### src/rtl/uart_rx_flow_if.sv
// rtl/uart_rx_flow_if.sv - serial line, flow control, status pulses and byte stream of uart_rx_flow
interface uart_rx_flow_if;
    logic       rxd;
    logic       rtsn;
    logic       out_valid;
    logic       out_ready;
    logic [7:0] out_data;
    logic       frame_err;
    logic       overrun;
    logic       parity_err;

    modport master (
        input  rxd, out_ready,
        output rtsn, out_valid, out_data, frame_err, overrun, parity_err
    );

    modport slave (
        output rxd, out_ready,
        input  rtsn, out_valid, out_data, frame_err, overrun, parity_err
    );
endinterface

### src/rtl/uart_rx_flow.sv
// rtl/uart_rx_flow.sv - UART receiver with FWFT byte FIFO and RTS flow control
// UART_RX_PARITY_EN selects 8E1 framing with parity_err; otherwise 8N1.
module uart_rx_flow #(
    parameter int CLK_DIV    = 16,
    parameter int FIFO_DEPTH = 8,
    parameter int RTS_THRESH = 6
) (
    input  logic           clock,
    input  logic           reset,
    uart_rx_flow_if.master bus
);
    localparam int TW = $clog2(CLK_DIV);
    localparam int AW = $clog2(FIFO_DEPTH);
    localparam int CW = AW + 1;
    localparam logic [TW-1:0] HALF_LOAD = TW'(CLK_DIV / 2 - 1);
    localparam logic [TW-1:0] FULL_LOAD = TW'(CLK_DIV - 1);
    localparam logic [CW-1:0] DEPTH_C   = CW'(FIFO_DEPTH);
    localparam logic [CW-1:0] THRESH_C  = CW'(RTS_THRESH);

    localparam logic [2:0] S_IDLE   = 3'd0;
    localparam logic [2:0] S_START  = 3'd1;
    localparam logic [2:0] S_DATA   = 3'd2;
    localparam logic [2:0] S_STOP   = 3'd4;
`ifdef UART_RX_PARITY_EN
    localparam logic [2:0] S_PARITY = 3'd3;
    localparam logic [2:0] S_AFTER_DATA = S_PARITY;
`else
    localparam logic [2:0] S_AFTER_DATA = S_STOP;
`endif

    logic          rx_meta;
    logic          rxs;
    logic [1:0]    sync_fill;
    logic          armed;
    logic [2:0]    state;
    logic [TW-1:0] timer;
    logic [3:0]    bit_idx;
    logic [7:0]    shreg;
    logic          expire;
    logic          stop_hit;
    logic          push;
    logic          pop;
    logic          do_push;
    logic          full;
    logic          has_data;
    logic          frame_err_q;
    logic          overrun_q;
    logic          rtsn_q;
    logic [7:0]    mem [FIFO_DEPTH];
    logic [AW-1:0] wr_ptr;
    logic [AW-1:0] rd_ptr;
    logic [CW-1:0] count;
    logic [CW-1:0] count_next;

    // sync_fill keeps the reset value of rxs from arming start detection
    always_ff @(posedge clock) begin
        if (reset) begin
            rx_meta   <= 1'b1;
            rxs       <= 1'b1;
            sync_fill <= 2'b00;
        end else begin
            rx_meta   <= bus.rxd;
            rxs       <= rx_meta;
            sync_fill <= {sync_fill[0], 1'b1};
        end
    end

    assign expire   = (timer == '0);
    assign stop_hit = (state == S_STOP) && expire;

`ifdef UART_RX_PARITY_EN
    logic par_bad;
    logic parity_err_q;
    assign push           = stop_hit && rxs && !par_bad;
    assign bus.parity_err = parity_err_q;
`else
    assign push           = stop_hit && rxs;
    assign bus.parity_err = 1'b0;
`endif

    always_ff @(posedge clock) begin
        if (reset) begin
            state       <= S_IDLE;
            timer       <= '0;
            bit_idx     <= '0;
            shreg       <= '0;
            armed       <= 1'b0;
            frame_err_q <= 1'b0;
`ifdef UART_RX_PARITY_EN
            par_bad      <= 1'b0;
            parity_err_q <= 1'b0;
`endif
        end else begin
            frame_err_q <= 1'b0;
`ifdef UART_RX_PARITY_EN
            parity_err_q <= 1'b0;
`endif
            if (rxs && sync_fill[1]) begin
                armed <= 1'b1;
            end
            if (!expire) begin
                timer <= timer - 1'b1;
            end
            case (state)
                S_IDLE: begin
                    if (!rxs && armed) begin
                        timer <= HALF_LOAD;
                        state <= S_START;
                    end
                end
                S_START: begin
                    if (expire) begin
                        if (rxs) begin
                            state <= S_IDLE;
                        end else begin
                            timer   <= FULL_LOAD;
                            bit_idx <= '0;
                            state   <= S_DATA;
                        end
                    end
                end
                S_DATA: begin
                    if (expire) begin
                        shreg <= {rxs, shreg[7:1]};
                        timer <= FULL_LOAD;
                        if (bit_idx == 4'd7) begin
                            state <= S_AFTER_DATA;
                        end else begin
                            bit_idx <= bit_idx + 1'b1;
                        end
                    end
                end
`ifdef UART_RX_PARITY_EN
                S_PARITY: begin
                    if (expire) begin
                        par_bad <= ^{shreg, rxs};
                        timer   <= FULL_LOAD;
                        state   <= S_STOP;
                    end
                end
`endif
                S_STOP: begin
                    // a low stop bit leaves the line low: wait for it to go high before rearming
                    if (expire) begin
                        frame_err_q <= !rxs;
`ifdef UART_RX_PARITY_EN
                        parity_err_q <= par_bad;
`endif
                        if (!rxs) begin
                            armed <= 1'b0;
                        end
                        state <= S_IDLE;
                    end
                end
                default: state <= S_IDLE;
            endcase
        end
    end

    assign has_data = (count != '0);
    assign full     = (count == DEPTH_C);
    assign pop      = has_data && bus.out_ready;
    assign do_push  = push && (!full || pop);

    always_comb begin
        count_next = count;
        if (do_push && !pop) begin
            count_next = count + 1'b1;
        end else if (pop && !do_push) begin
            count_next = count - 1'b1;
        end
    end

    always_ff @(posedge clock) begin
        if (reset) begin
            wr_ptr    <= '0;
            rd_ptr    <= '0;
            count     <= '0;
            rtsn_q    <= 1'b0;
            overrun_q <= 1'b0;
        end else begin
            if (do_push) begin
                mem[wr_ptr] <= shreg;
                wr_ptr      <= wr_ptr + 1'b1;
            end
            if (pop) begin
                rd_ptr <= rd_ptr + 1'b1;
            end
            count     <= count_next;
            rtsn_q    <= (count_next >= THRESH_C);
            overrun_q <= push && full && !pop;
        end
    end

    assign bus.out_valid = has_data;
    assign bus.out_data  = has_data ? mem[rd_ptr] : 8'h00;
    assign bus.rtsn      = rtsn_q;
    assign bus.frame_err = frame_err_q;
    assign bus.overrun   = overrun_q;
endmodule

### src/flat_wrapper.sv
// flat-port wrapper written by rule: the top's interface ports become plain ports
module uart_rx_flow_flat 
#(
    parameter int CLK_DIV    = 16,
    parameter int FIFO_DEPTH = 8,
    parameter int RTS_THRESH = 6
)
  (clock, reset, bus_rxd, bus_out_ready, bus_rtsn, bus_out_valid, bus_out_data, bus_frame_err, bus_overrun, bus_parity_err);
  uart_rx_flow_if bus_i ();
  input  logic clock;
  input  logic reset;
  input wire logic [$bits(bus_i.rxd)-1:0] bus_rxd;
  input wire logic [$bits(bus_i.out_ready)-1:0] bus_out_ready;
  output wire logic [$bits(bus_i.rtsn)-1:0] bus_rtsn;
  output wire logic [$bits(bus_i.out_valid)-1:0] bus_out_valid;
  output wire logic [$bits(bus_i.out_data)-1:0] bus_out_data;
  output wire logic [$bits(bus_i.frame_err)-1:0] bus_frame_err;
  output wire logic [$bits(bus_i.overrun)-1:0] bus_overrun;
  output wire logic [$bits(bus_i.parity_err)-1:0] bus_parity_err;
  assign bus_i.rxd = bus_rxd;
  assign bus_i.out_ready = bus_out_ready;
  assign bus_rtsn = bus_i.rtsn;
  assign bus_out_valid = bus_i.out_valid;
  assign bus_out_data = bus_i.out_data;
  assign bus_frame_err = bus_i.frame_err;
  assign bus_overrun = bus_i.overrun;
  assign bus_parity_err = bus_i.parity_err;
  uart_rx_flow #(.CLK_DIV(CLK_DIV), .FIFO_DEPTH(FIFO_DEPTH), .RTS_THRESH(RTS_THRESH)) u_core (.clock(clock), .reset(reset), .bus(bus_i));
endmodule
### config.mk
export PLATFORM = sky130hd
export DESIGN_NAME = uart_rx_flow_flat
export DESIGN_NICKNAME = d
export VERILOG_FILES = /design/src/rtl/uart_rx_flow_if.sv /design/src/rtl/uart_rx_flow.sv /design/src/flat_wrapper.sv
export SDC_FILE = /design/constraint.sdc
export NUM_CORES = 1
export LEC_CHECK = 0
export CAP_MARGIN = 0
export CORE_ASPECT_RATIO = 1.25
export CORE_UTILIZATION = 35
export CTS_CLUSTER_SIZE = 25
export DETAILED_ROUTE_END_ITERATION = 7
export SLEW_MARGIN = 10
export SYNTH_ARGS = -nofsm -noshare
export SYNTH_HDL_FRONTEND = slang
export SYNTH_SLANG_ARGS = --single-unit
export TNS_END_PERCENT = 20
### constraint.sdc
create_clock -name clock -period 5 [get_ports clock]
set_input_delay 1 -clock clock [delete_from_list [all_inputs] [get_ports clock]]
set_output_delay 1 -clock clock [all_outputs]
set_load 0.05 [all_outputs]
## Word level (Yosys, flattened, before mapping)

Memory sizes are Yosys's and may differ from the RTL's. A register that Yosys moved wholly into a read port is not among the register bits.
Cells that the tools add are included.

| storage, ports and cells | value |
|---|---|
| input bits | 4 |
| bits in writable memories | 64 |
| memories | 1 |
| latch bits | 0 |
| memory bits (read-only) | 0 |
| logic and storage cells | 91 |
| register bits | 37 |
| output and inout port bits | 13 |

| cells by class | value |
|---|---|
| divide/modulo/power cells | 0 |
| reduce and logical (&&, ||, !) cells | 23 |
| shifts and indexed selects | 0 |
| equality and inequality tests | 12 |
| add/sub/neg operators | 6 |
| magnitude comparators | 1 |
| multiply operators | 0 |
| mux-type cells | 31 |
| bitwise gates (word level) | 2 |

Memories:

| name | depth | bits a word | rd ports | clocked after memory_dff | wr ports | line | source |
|---|---|---|---|---|---|---|---|
| u_core.mem | 8 | 8 | 1 | 1 | 1 | uart_rx_flow.sv:49 | `logic [7:0] mem [FIFO_DEPTH];` |

Operators by type and width:

| cell | number |
|---|---|
| 4-bit two-way mux | 11 |
| 3-bit two-way mux | 7 |
| 3-bit case mux with 4 select lines | 1 |
| 4-bit case mux with 3 select lines | 1 |
| 1-bit logical AND | 10 |
| 2-bit by 1-bit inequality test with 1-bit output (second input constant) | 5 |
| 5-bit AND reduction | 2 |
| 4-bit by 1-bit adder with 4-bit output (second input constant) | 2 |
| 1-bit two-way mux | 8 |
| 8-bit two-way mux | 1 |
| 4-bit case mux with 2 select lines | 1 |
| 4-bit by 1-bit subtractor with 4-bit output (second input constant) | 2 |
| 3-bit by 1-bit adder with 3-bit output (second input constant) | 2 |
| 4-bit by 3-bit == test with 1-bit output (second input constant) | 1 |
| 4-bit == test (second input constant) | 1 |
| 4-bit by 3-bit >= comparator with 1-bit output (second input constant) | 1 |
| 1-bit logical NOT | 4 |
| 4-bit logical NOT | 1 |
| 2-bit inequality test (second input constant) | 2 |
| 4-bit nonzero test | 1 |
| 3-bit by 1-bit == test with 1-bit output (second input constant) | 1 |
| 3-bit by 2-bit == test with 1-bit output (second input constant) | 1 |
| 3-bit == test (second input constant) | 1 |
| 3-bit logical NOT | 1 |
| 6 further kinds | 7 |

## Depth between registers and ports, before layout

Gate-level depths: netlist (run 1).

| logic depth | value |
|---|---|
| depth after elaboration | 9 |
| gate-level depth with buffers | 10 |
| gate-level depth less buffers | 10 |

## Least setup slack after synthesis (run 1)

Ideal clock, no wire load.

| timing | value |
|---|---|
| path kind | input-to-reg |
| start point | in bus_out_ready |
| end point | mem u_core.mem[0][0], enable pin |
| path buffers | 1 |
| path slack | 2.069 ns |
| stages on the path | 4 |
| library setup time | 0.398 ns |
| required time | 4.602 ns |
| arrival time | 2.533 ns |
| cells stage by stage | clkbuf_1 > or3_1 > nand2_1 > nor4b_1 |

| between the ends | value |
|---|---|
| word-level cells in the longest chain between the ends | 6 |

RTL lines:

| what | line | source |
|---|---|---|
| start: declaration | flat_wrapper.sv:13 | `input wire logic [$bits(bus_i.out_ready)-1:0] bus_out_ready;` |
| 1-bit logical AND | uart_rx_flow.sv:162 | `assign pop = has_data && bus.out_ready;` |
| 1-bit logical OR | uart_rx_flow.sv:163 | `assign do_push = push && (!full \|\| pop);` |
| 1-bit logical AND | uart_rx_flow.sv:163 |  |
| 1-bit two-way mux | uart_rx_flow.sv:182 | `if (do_push) begin` |
| 1-bit two-way mux | uart_rx_flow.sv:175 | `if (reset) begin` |
| 1-bit two-way mux (not written as such) | uart_rx_flow.sv:183 | `mem[wr_ptr] <= shreg;` |
| end: declaration | uart_rx_flow.sv:49 |  |

Every way passes these cells.

==> results of run 1 <==
[cells by family (layout without fill, tap and decap cells)]
family / count (synthesis) / in the layout / synth area share, %
AOI/OAI and AO/OA: 43 / 43 / 6.06
xor gates and xnor gates: 9 / 9 / 1.83
adders and majority gates: 7 / 7 / 2.03
buffers and inverters: 26 / 47 / 2.70
DFF: 104 / 104 / 63.1
muxes: 27 / 27 / 10.9
other: 1 / 1 / 0.0869
and+or+nand+nor: 108 / 108 / 13.3
[report_power, final]
| part | internal (µW) | switching, µW |
|---|---|---|
| clock network | 390 | 302 |
| registers | 937 | 41.9 |
| logic | 253 | 413 |
[final cells by class]
class / count / area (µm²)
Sequential cell: 104 / 2720
Multi-Input combinational cell: 195 / 1480
Clock inverter: 6 / 67.6
Fill cell: 1088 / 6900
Tap cell: 161 / 201
Timing Repair Buffer: 23 / 210
Inverter: 8 / 30.0
Clock buffer: 10 / 229
[state kept, by name, indices dropped and copies added (netlist names), named ones only]
register,flops
u_core.bus.overrun,1
u_core.timer,4
u_core.count,4
u_core.rx_meta,1
u_core.sync_fill,2
u_core.bus.rtsn,1
u_core.armed,1
u_core.rxs,1
u_core.mem,64
u_core.state,3
u_core.wr_ptr,3
u_core.bus.frame_err,1
u_core.rd_ptr,3
u_core.shreg,8
u_core.bit_idx,4
[worst register-to-register path, stage by stage (launching register included)]
cell	delay, ps
dfxtp_1	570
nor3b_4	360
and2_4	260
nand2_1	180
nor4b_2	820
[synthesized netlist by cell type (2+ instances only)]
| master | number | area (µm²) |
|---|---|---|
| nor2_1 | 29 | 109 |
| a21oi_1 | 20 | 100 |
| clkbuf_1 | 9 | 33.8 |
| nor4_1 | 2 | 12.5 |
| inv_1 | 6 | 22.5 |
| a211oi_1 | 2 | 15.0 |
| a31oi_1 | 3 | 18.8 |
| mux2i_1 | 11 | 110 |
| dfxtp_1 | 40 | 801 |
| inv_2 | 2 | 7.51 |
| nand2b_1 | 5 | 31.3 |
| edfxtp_1 | 64 | 1920 |
| nor3b_1 | 2 | 15.0 |
| nor3_1 | 6 | 30.0 |
| nor2b_1 | 5 | 31.3 |
| and2_1 | 4 | 25.0 |
| o21ai_0 | 8 | 40.0 |
| xor2_1 | 8 | 70.1 |
| nand3_1 | 16 | 80.1 |
| o21bai_1 | 2 | 15.0 |
| mux4_2 | 16 | 360 |
| or2_2 | 3 | 18.8 |
| nand2_1 | 23 | 86.3 |
| ha_1 | 7 | 87.6 |
| buf_2 | 6 | 30.0 |
[path summary, 6_finish.rpt]
path | slack, ps | endpoint | depth (start not counted) | startpoint
worst min register to register | 410 | u_core.rxs | 1 | u_core.rx_meta
worst max register to register | 2430 | u_core.mem[0][2] | 4 | u_core.state[2]
worst max-delay path | 1440 | bus_out_data[4] | 4 | flop
worst min-delay path | 410 | u_core.rxs | 1 | u_core.rx_meta
[per-layer routing]
layer  track usage (%)  share of wire, %  vias to the layer above
li1                  -                 -                     1228
met1              15.8                44                     1235
met2              23.0                52                       33
met3              3.33               2.2                        8
met4              5.63               1.7                        0
met5                 0                 0                        -
[cell usage in the layout, fill, tap and decap left out, drive strengths merged, types with 2 or more instances in the layout]
| cell | Yosys | final |
|---|---|---|
| edfxtp | 64 | 64 |
| dfxtp | 40 | 40 |
| nor2 | 31 | 31 |
| nand2 | 23 | 23 |
| a21oi | 21 | 21 |
| mux4 | 16 | 16 |
| nand3 | 16 | 16 |
| clkdlybuf4s50 | 0 | 15 |
| mux2i | 11 | 11 |
| clkbuf | 9 | 10 |
| inv | 8 | 9 |
| xor2 | 8 | 8 |
| o21ai | 8 | 8 |
| buf | 9 | 8 |
| ha | 7 | 7 |
| nor3 | 6 | 6 |
| nand2b | 5 | 5 |
| nor2b | 5 | 5 |
| and2 | 5 | 5 |
| or2 | 3 | 3 |
| a31oi | 3 | 3 |
| nor3b | 3 | 3 |
| nor4 | 2 | 2 |
| nor4b | 2 | 2 |
| a211oi | 2 | 2 |
| o21bai | 2 | 2 |
| clkinvlp | 0 | 2 |
| clkinv | 0 | 2 |
[through the flow]
stage                     instances  instance area (µm²)  utilization (%)
final                           507                 4940             41.7
after global routing            507                 4940             41.7
after CTS                       507                 4940             41.7
after detailed placement        491                 4640             39.2
after global placement          491                 4640             39.2
after floorplan                 325                 4310                -
==> report_table.html, run 1 <==
<table>
<tr><th>Metric</th><th>Value</th></tr>
<tr><th colspan="2">Routing</th></tr>
<tr><td>Number of detailed-routing iterations run before antenna repair</td><td>4</td></tr>
<tr><td>Detailed-route via count</td><td>around 2,500</td></tr>
<tr><td>Mean routed wirelength per cell</td><td>approximately 15 µm</td></tr>
<tr><td>Post-DRT Antenna Nets</td><td>0</td></tr>
<tr><td>Detailed router's first-iteration violation count</td><td>about 170</td></tr>
<tr><td>Count of unresolved DRC violations after routing</td><td>0</td></tr>
<tr><td>Post-Route WL</td><td>approximately 8000 µm</td></tr>
<tr><td>Post-detailed-route via-to-cell ratio</td><td>around 5</td></tr>
<tr><th colspan="2">Yosys</th></tr>
<tr><td>Unique cell type count in the Yosys netlist</td><td>51</td></tr>
<tr><td>Flip-flop cell with the highest count after synthesis</td><td>edfxtp_1</td></tr>
<tr><td>Number of enable flip-flop cells after synthesis</td><td>64</td></tr>
<tr><td>Syn_area_per_cell</td><td>13.3 µm²</td></tr>
<tr><td>Net count of the mapped netlist</td><td>between 300 and 400</td></tr>
<tr><td>Synthesized instance count</td><td>around 330</td></tr>
<tr><td>Register area share after synthesis</td><td>63.1%</td></tr>
<tr><td>Yosys warning total</td><td>0</td></tr>
<tr><td>Fraction of synthesis flops using an asynchronous set or reset pin</td><td>0%</td></tr>
<tr><td>Number of register bits inferred by synthesis</td><td>104</td></tr>
<tr><td>Mapped Area</td><td>about 4300 µm²</td></tr>
<tr><th colspan="2">Timing</th></tr>
<tr><td>Setup Total Neg Slack</td><td>0 ps</td></tr>
<tr><td>Final Cycle Share</td><td>a little under three quarters</td></tr>
<tr><td>Unrepaired setup endpoints after global routing</td><td>false</td></tr>
<tr><td>Timing-limited maximum frequency</td><td>approximately 280 MHz</td></tr>
<tr><td>Final hold violation count</td><td>0</td></tr>
<tr><td>Final Worst Setup Slack</td><td>between 1000 and 1500 ps</td></tr>
<tr><td>Transition time of the tightest slew-check pin</td><td>936 ps</td></tr>
<tr><td>Total of endpoints with negative setup slack in the final report</td><td>0</td></tr>
<tr><td>Worst-case clock skew</td><td>~9.9 ps</td></tr>
<tr><td>Worst hold slack</td><td>409 ps</td></tr>
<tr><td>Max Transition Viols Final</td><td>0</td></tr>
<tr><td>Headroom to the max-slew limit</td><td>a little under two fifths</td></tr>
<tr><td>Time the final worst path needs with I/O delays and setup</td><td>3560 ps</td></tr>
<tr><th colspan="2">CTS</th></tr>
<tr><td>Hold buffer count at CTS</td><td>0</td></tr>
<tr><td>CTS tree</td><td>yes</td></tr>
<tr><td>Clk Tree Root Cell</td><td>clkbuf_16</td></tr>
<tr><td>Post-cts repair resize count</td><td>0</td></tr>
<tr><td>Number of levels the H-tree was split into</td><td>3</td></tr>
<tr><td>Clock Pin Slew Worst Setup and Hold Paths</td><td>70 ps</td></tr>
<tr><td>Setup bufs post-CTS</td><td>0</td></tr>
<tr><td>Clk buf depth</td><td>2</td></tr>
<tr><td>TritonCTS buffer count</td><td>9</td></tr>
<tr><td>Worst-skew pair later-pin latency</td><td>~340 ps</td></tr>
<tr><td>Sinks on Clock Net</td><td>approximately 100</td></tr>
<tr><th colspan="2">Critical path</th></tr>
<tr><td>Type of the worst setup path</td><td>reg2out</td></tr>
<tr><td>Required time of the critical path</td><td>about 4000 ps</td></tr>
<tr><td>Worst-path cell with the longest stage delay</td><td>dfxtp_1</td></tr>
<tr><td>Cells traversed along the worst timing path</td><td>mux4_2 -&gt; mux2i_1 -&gt; nor2_1 -&gt; clkdlybuf4s50_1</td></tr>
<tr><td>Data arrival, critical path</td><td>roughly 2600 ps</td></tr>
<tr><td>Delay of the slowest critical-path stage</td><td>840 ps</td></tr>
<tr><td>Kind of launch point of the worst setup path</td><td>flop</td></tr>
<tr><td>Crit path capture type</td><td>output port</td></tr>
<tr><td>Cell family with most CP delay</td><td>flip-flops</td></tr>
<tr><td>Crit-path max FO</td><td>16</td></tr>
<tr><td>Total buffers and inverters traversed by the critical path</td><td>1</td></tr>
<tr><th colspan="2">Place</th></tr>
<tr><td>Placed wire-length estimate after detailed placement</td><td>5250 µm</td></tr>
<tr><td>Final Wtd Congestion</td><td>around 0.76</td></tr>
<tr><td>Port-buffer cells</td><td>15</td></tr>
<tr><td>Setup WS pre-CTS</td><td>1700 ps</td></tr>
<tr><th colspan="2">Floorplan</th></tr>
<tr><td>Placement Rows</td><td>between 40 and 50</td></tr>
<tr><td>Starting Density</td><td>36.4%</td></tr>
<tr><td>Die outline width</td><td>101 µm</td></tr>
<tr><td>Full die area</td><td>approximately 13,000 µm²</td></tr>
<tr><td>Boundary pin count</td><td>17</td></tr>
<tr><td>Core area</td><td>~12,000 µm²</td></tr>
<tr><td>Vertical die dimension</td><td>approximately 130 µm</td></tr>
<tr><th colspan="2">Finish</th></tr>
<tr><td>Net count, final</td><td>~350</td></tr>
<tr><td>Fraction of final layout cells with drive strength greater than 1</td><td>roughly 15%</td></tr>
<tr><td>Area Overhead vs Synth</td><td>14.6%</td></tr>
<tr><td>Number of antenna cells inserted</td><td>0</td></tr>
<tr><th colspan="2">GRT</th></tr>
<tr><td>Global-route total usage across every layer</td><td>between 10 and 15%</td></tr>
<tr><td>Vias in the first global route</td><td>between 2,000 and 2,500</td></tr>
<tr><td>Wire length of the first global-routing pass</td><td>approximately 13,000 µm</td></tr>
<tr><td>Number of antenna violations at the first check in global routing</td><td>0</td></tr>
<tr><td>Global route overflow</td><td>0</td></tr>
<tr><td>Pin count of the biggest net entering global routing</td><td>20</td></tr>
<tr><th colspan="2">Run status</th></tr>
<tr><td>Run status</td><td>complete, no violations</td></tr>
<tr><th colspan="2">Power and ir drop</th></tr>
<tr><td>Leakage power total</td><td>0.00162 µW</td></tr>
<tr><td>Max IR drop VDD</td><td>between 0.2 and 0.3 mV</td></tr>
<tr><td>Power Total</td><td>around 2300 µW</td></tr>
<tr><td>Power per cell area</td><td>around 470 nW/µm²</td></tr>
<tr><th colspan="2">Hold path</th></tr>
<tr><td>Path class of the lowest-slack min-delay path</td><td>reg2reg</td></tr>
<tr><th colspan="2">Job</th></tr>
<tr><td>Max-capacitance violation count</td><td>0</td></tr>
</table>
(Power assumes the default switching activity.)
==> run 2, diff against run 1 <==
==> constraint.sdc (replaced) <==
create_clock -name clock -period 2.9 [get_ports clock]
set_input_delay 0.58 -clock clock [delete_from_list [all_inputs] [get_ports clock]]
set_output_delay 0.58 -clock clock [all_outputs]
set_load 0.05 [all_outputs]
==> run 2 against run 1 <==
Clock power rose by 68%. Sequential power rose by 71%. Critical path depth rose by 1. Critical path type unchanged. Largest power group unchanged.
==> report_table.html, run 2 (same netlist as run 1, synthesis figures left out) <==
<table>
<tr><th>Metric</th><th>Value</th></tr>
<tr><th colspan="2">Routing</th></tr>
<tr><td>Detailed-route via count</td><td>2,521 (+0.68%)</td></tr>
<tr><td>Detailed router's first-iteration violation count</td><td>90 (-46%)</td></tr>
<tr><td>Post-Route WL</td><td>8140 µm (+4.4%)</td></tr>
<tr><td>Post-DRT Antenna Nets</td><td>0 (unchanged)</td></tr>
<tr><td>Mean routed wirelength per cell</td><td>15.8 µm (+2.7%)</td></tr>
<tr><td>Post-detailed-route via-to-cell ratio</td><td>4.90 (-0.89%)</td></tr>
<tr><td>Count of unresolved DRC violations after routing</td><td>0 (unchanged)</td></tr>
<tr><td>Number of detailed-routing iterations run before antenna repair</td><td>4 (unchanged)</td></tr>
<tr><th colspan="2">GRT</th></tr>
<tr><td>Pin count of the biggest net entering global routing</td><td>28 (+40%)</td></tr>
<tr><td>Vias in the first global route</td><td>2,547 (+3.0%)</td></tr>
<tr><td>Global route overflow</td><td>0 (unchanged)</td></tr>
<tr><td>Global-route total usage across every layer</td><td>14.3% (+0.86 points)</td></tr>
<tr><td>Wire length of the first global-routing pass</td><td>13,300 µm (+5.3%)</td></tr>
<tr><td>Number of antenna violations at the first check in global routing</td><td>0 (unchanged)</td></tr>
<tr><th colspan="2">Timing</th></tr>
<tr><td>Unrepaired setup endpoints after global routing</td><td>false</td></tr>
<tr><td>Headroom to the max-slew limit</td><td>21.4% (-16 points)</td></tr>
<tr><td>Final Cycle Share</td><td>around nine tenths</td></tr>
<tr><td>Time the final worst path needs with I/O delays and setup</td><td>around 2600 ps</td></tr>
<tr><td>Setup Total Neg Slack</td><td>0 ps (unchanged)</td></tr>
<tr><td>Worst-case clock skew</td><td>9.19 ps (-0.700 ps)</td></tr>
<tr><td>Transition time of the tightest slew-check pin</td><td>1170 ps (+234 ps)</td></tr>
<tr><td>Total of endpoints with negative setup slack in the final report</td><td>0 (unchanged)</td></tr>
<tr><td>Worst hold slack</td><td>422 ps (+12.7 ps)</td></tr>
<tr><td>Final hold violation count</td><td>0 (unchanged)</td></tr>
<tr><td>Timing-limited maximum frequency</td><td>just under 400 MHz</td></tr>
<tr><td>Final Worst Setup Slack</td><td>317 ps (-1130 ps)</td></tr>
<tr><td>Max Transition Viols Final</td><td>0 (unchanged)</td></tr>
<tr><th colspan="2">Critical path</th></tr>
<tr><td>Kind of launch point of the worst setup path</td><td>flop</td></tr>
<tr><td>Worst-path cell with the longest stage delay</td><td>mux4_2</td></tr>
<tr><td>Crit path capture type</td><td>output port</td></tr>
<tr><td>Required time of the critical path</td><td>2320 ps (-1680 ps)</td></tr>
<tr><td>Crit-path max FO</td><td>16 (unchanged)</td></tr>
<tr><td>Cells traversed along the worst timing path</td><td>buf_4 -&gt; mux4_2 -&gt; mux2i_1 -&gt; nor2_1 -&gt; buf_4</td></tr>
<tr><td>Data arrival, critical path</td><td>2000 ps (-560 ps)</td></tr>
<tr><td>Launch instance of the worst register-to-register path</td><td>u_core.timer[0]</td></tr>
<tr><td>R2R Setup Slk</td><td>370 ps (-2060 ps)</td></tr>
<tr><td>Endpoint of the most critical register-to-register path</td><td>u_core.mem[1][5]</td></tr>
<tr><td>FF-to-FF path depth</td><td>6 (+2)</td></tr>
<tr><td>Total buffers and inverters traversed by the critical path</td><td>2 (+1)</td></tr>
<tr><td>Cell family with most CP delay</td><td>multiplexers</td></tr>
<tr><td>Delay of the slowest critical-path stage</td><td>590 ps (-250 ps)</td></tr>
<tr><td>Most common cell type on the critical path</td><td>buf_4</td></tr>
<tr><td>Type of the worst setup path</td><td>reg2out</td></tr>
<tr><th colspan="2">Power and ir drop</th></tr>
<tr><td>Leakage power total</td><td>0.00169 µW (+4.1%)</td></tr>
<tr><td>Power Total</td><td>3980 µW (+70%)</td></tr>
<tr><td>Max IR drop VDD</td><td>0.454 mV (+75%)</td></tr>
<tr><td>Power per cell area</td><td>800 nW/µm² (+69%)</td></tr>
<tr><th colspan="2">Finish</th></tr>
<tr><td>Register with the most flip-flops</td><td>u_core.mem</td></tr>
<tr><td>Largest registers</td><td>u_core.mem x64, u_core.shreg x8</td></tr>
<tr><td>Commonest non-fill, non-tap cells in the layout</td><td>edfxtp_1, dfxtp_1, nor2_1</td></tr>
<tr><td>Fraction of final layout cells with drive strength greater than 1</td><td>18.9% (+3.6 points)</td></tr>
<tr><td>Max reg flops</td><td>64 (unchanged)</td></tr>
<tr><td>Net count, final</td><td>360 (+2.3%)</td></tr>
<tr><td>Area Overhead vs Synth</td><td>15.3%</td></tr>
<tr><td>Number of antenna cells inserted</td><td>0 (unchanged)</td></tr>
<tr><td>Fill cell instance count of the final layout</td><td>1,087 (-0.092%)</td></tr>
<tr><td>Most frequent standard cell in the layout excluding fill and tap cells</td><td>edfxtp_1</td></tr>
<tr><th colspan="2">Hold path</th></tr>
<tr><td>Path class of the lowest-slack min-delay path</td><td>reg2reg</td></tr>
<tr><td>Worst min-delay path endpoint</td><td>u_core.rxs</td></tr>
<tr><td>Hold Path Depth</td><td>1 (unchanged)</td></tr>
<tr><td>Beginning of the worst hold path</td><td>u_core.rx_meta</td></tr>
<tr><th colspan="2">Place</th></tr>
<tr><td>Setup WS pre-CTS</td><td>4.96 ps (-1700 ps)</td></tr>
<tr><td>Placed wire-length estimate after detailed placement</td><td>5520 µm (+5.2%)</td></tr>
<tr><td>Port-buffer cells</td><td>15 (unchanged)</td></tr>
<tr><td>Final Wtd Congestion</td><td>0.836 (+10%)</td></tr>
<tr><th colspan="2">Floorplan</th></tr>
<tr><td>Die outline width</td><td>101 µm (unchanged)</td></tr>
<tr><td>Placement Rows</td><td>44 (unchanged)</td></tr>
<tr><td>Core area</td><td>11,800 µm² (unchanged)</td></tr>
<tr><td>Starting Density</td><td>36.4% (unchanged)</td></tr>
<tr><td>Full die area</td><td>12,800 µm² (unchanged)</td></tr>
<tr><td>Vertical die dimension</td><td>126 µm (unchanged)</td></tr>
<tr><td>Boundary pin count</td><td>17 (unchanged)</td></tr>
<tr><th colspan="2">Job</th></tr>
<tr><td>Max-capacitance violation count</td><td>0 (unchanged)</td></tr>
<tr><th colspan="2">CTS</th></tr>
<tr><td>Setup bufs post-CTS</td><td>0 (unchanged)</td></tr>
<tr><td>Clock Pin Slew Worst Setup and Hold Paths</td><td>70 ps (about the same)</td></tr>
<tr><td>CTS tree</td><td>yes</td></tr>
<tr><td>Hold buffer count at CTS</td><td>0 (unchanged)</td></tr>
<tr><td>Worst-skew pair later-pin latency</td><td>340 ps (about the same)</td></tr>
<tr><td>Clk buf depth</td><td>2 (unchanged)</td></tr>
<tr><td>Sinks on Clock Net</td><td>104 (unchanged)</td></tr>
<tr><td>Clk Tree Root Cell</td><td>clkbuf_16</td></tr>
<tr><td>TritonCTS buffer count</td><td>9 (unchanged)</td></tr>
<tr><td>Number of levels the H-tree was split into</td><td>3 (unchanged)</td></tr>
<tr><td>Post-cts repair resize count</td><td>0 (unchanged)</td></tr>
<tr><th colspan="2">Run status</th></tr>
<tr><td>Run status</td><td>complete, no violations</td></tr>
</table>
==> run 2: cell count changes in the layout (fill, tap and decap cells not counted) <==
cell,previous run,this run
clkdlybuf4s50_1,15,6
clkinvlp_4,2,0
inv_6,1,0
dlymetal6s2s_1,0,1
clkinv_2,1,2
buf_4,8,24
clkbuf_1,1,3
==> run 2: worst max path at each step <==
stage,start,end,slack (ps),cells after the start
detailed placement,bus_out_ready,u_core.mem[3][5],5,4
finish,flop,bus_out_data[6],320,5
floorplan,u_core.timer[0],u_core.mem[0][0],360,7
global route,u_core.timer[0],u_core.mem[2][5],170,7
global placement,bus_out_ready,u_core.mem[3][4],70,4
CTS,u_core.count[0],bus_out_valid,50,6
==> run 2: layout make-up <==
type	count	area, µm²	share of cell area, %
clock buffers	12	236	4.76
clock inverters	4	48.8	0.981
inverters	8	30.0	0.604
multi-input cells	195	1480	29.8
flip-flops and latches	104	2720	54.8
well taps	161	201	4.05
repair buffers	31	253	5.08
==> run 2: metal layers <==
metal  GRT usage (%)  share of wire [%]  wire length (µm)
met1            17.1                 43              3520
met4            6.91                1.3               109
met2            24.4                 52              4270
met3            2.66                3.0               246
met5               0                  0                 0
==> run 2: report_power, final <==
group,switching [µW],total (µW),leakage [µW],internal [µW]
combinational,722,1140,0.000631,421
clock,496,1160,0.000141,669
sequential,56.5,1670,0.000918,1620
total,1270,3980,0.00169,2710
==> run 2: stage by stage <==
step                cell area (µm²)  std cells  util (%)
floorplan                      4310        325         -
global route                   4970        515      42.0
detailed placement             4680        499      39.6
CTS                            4970        515      42.0
global placement               4680        499      39.6
finish                         4970        515      42.0
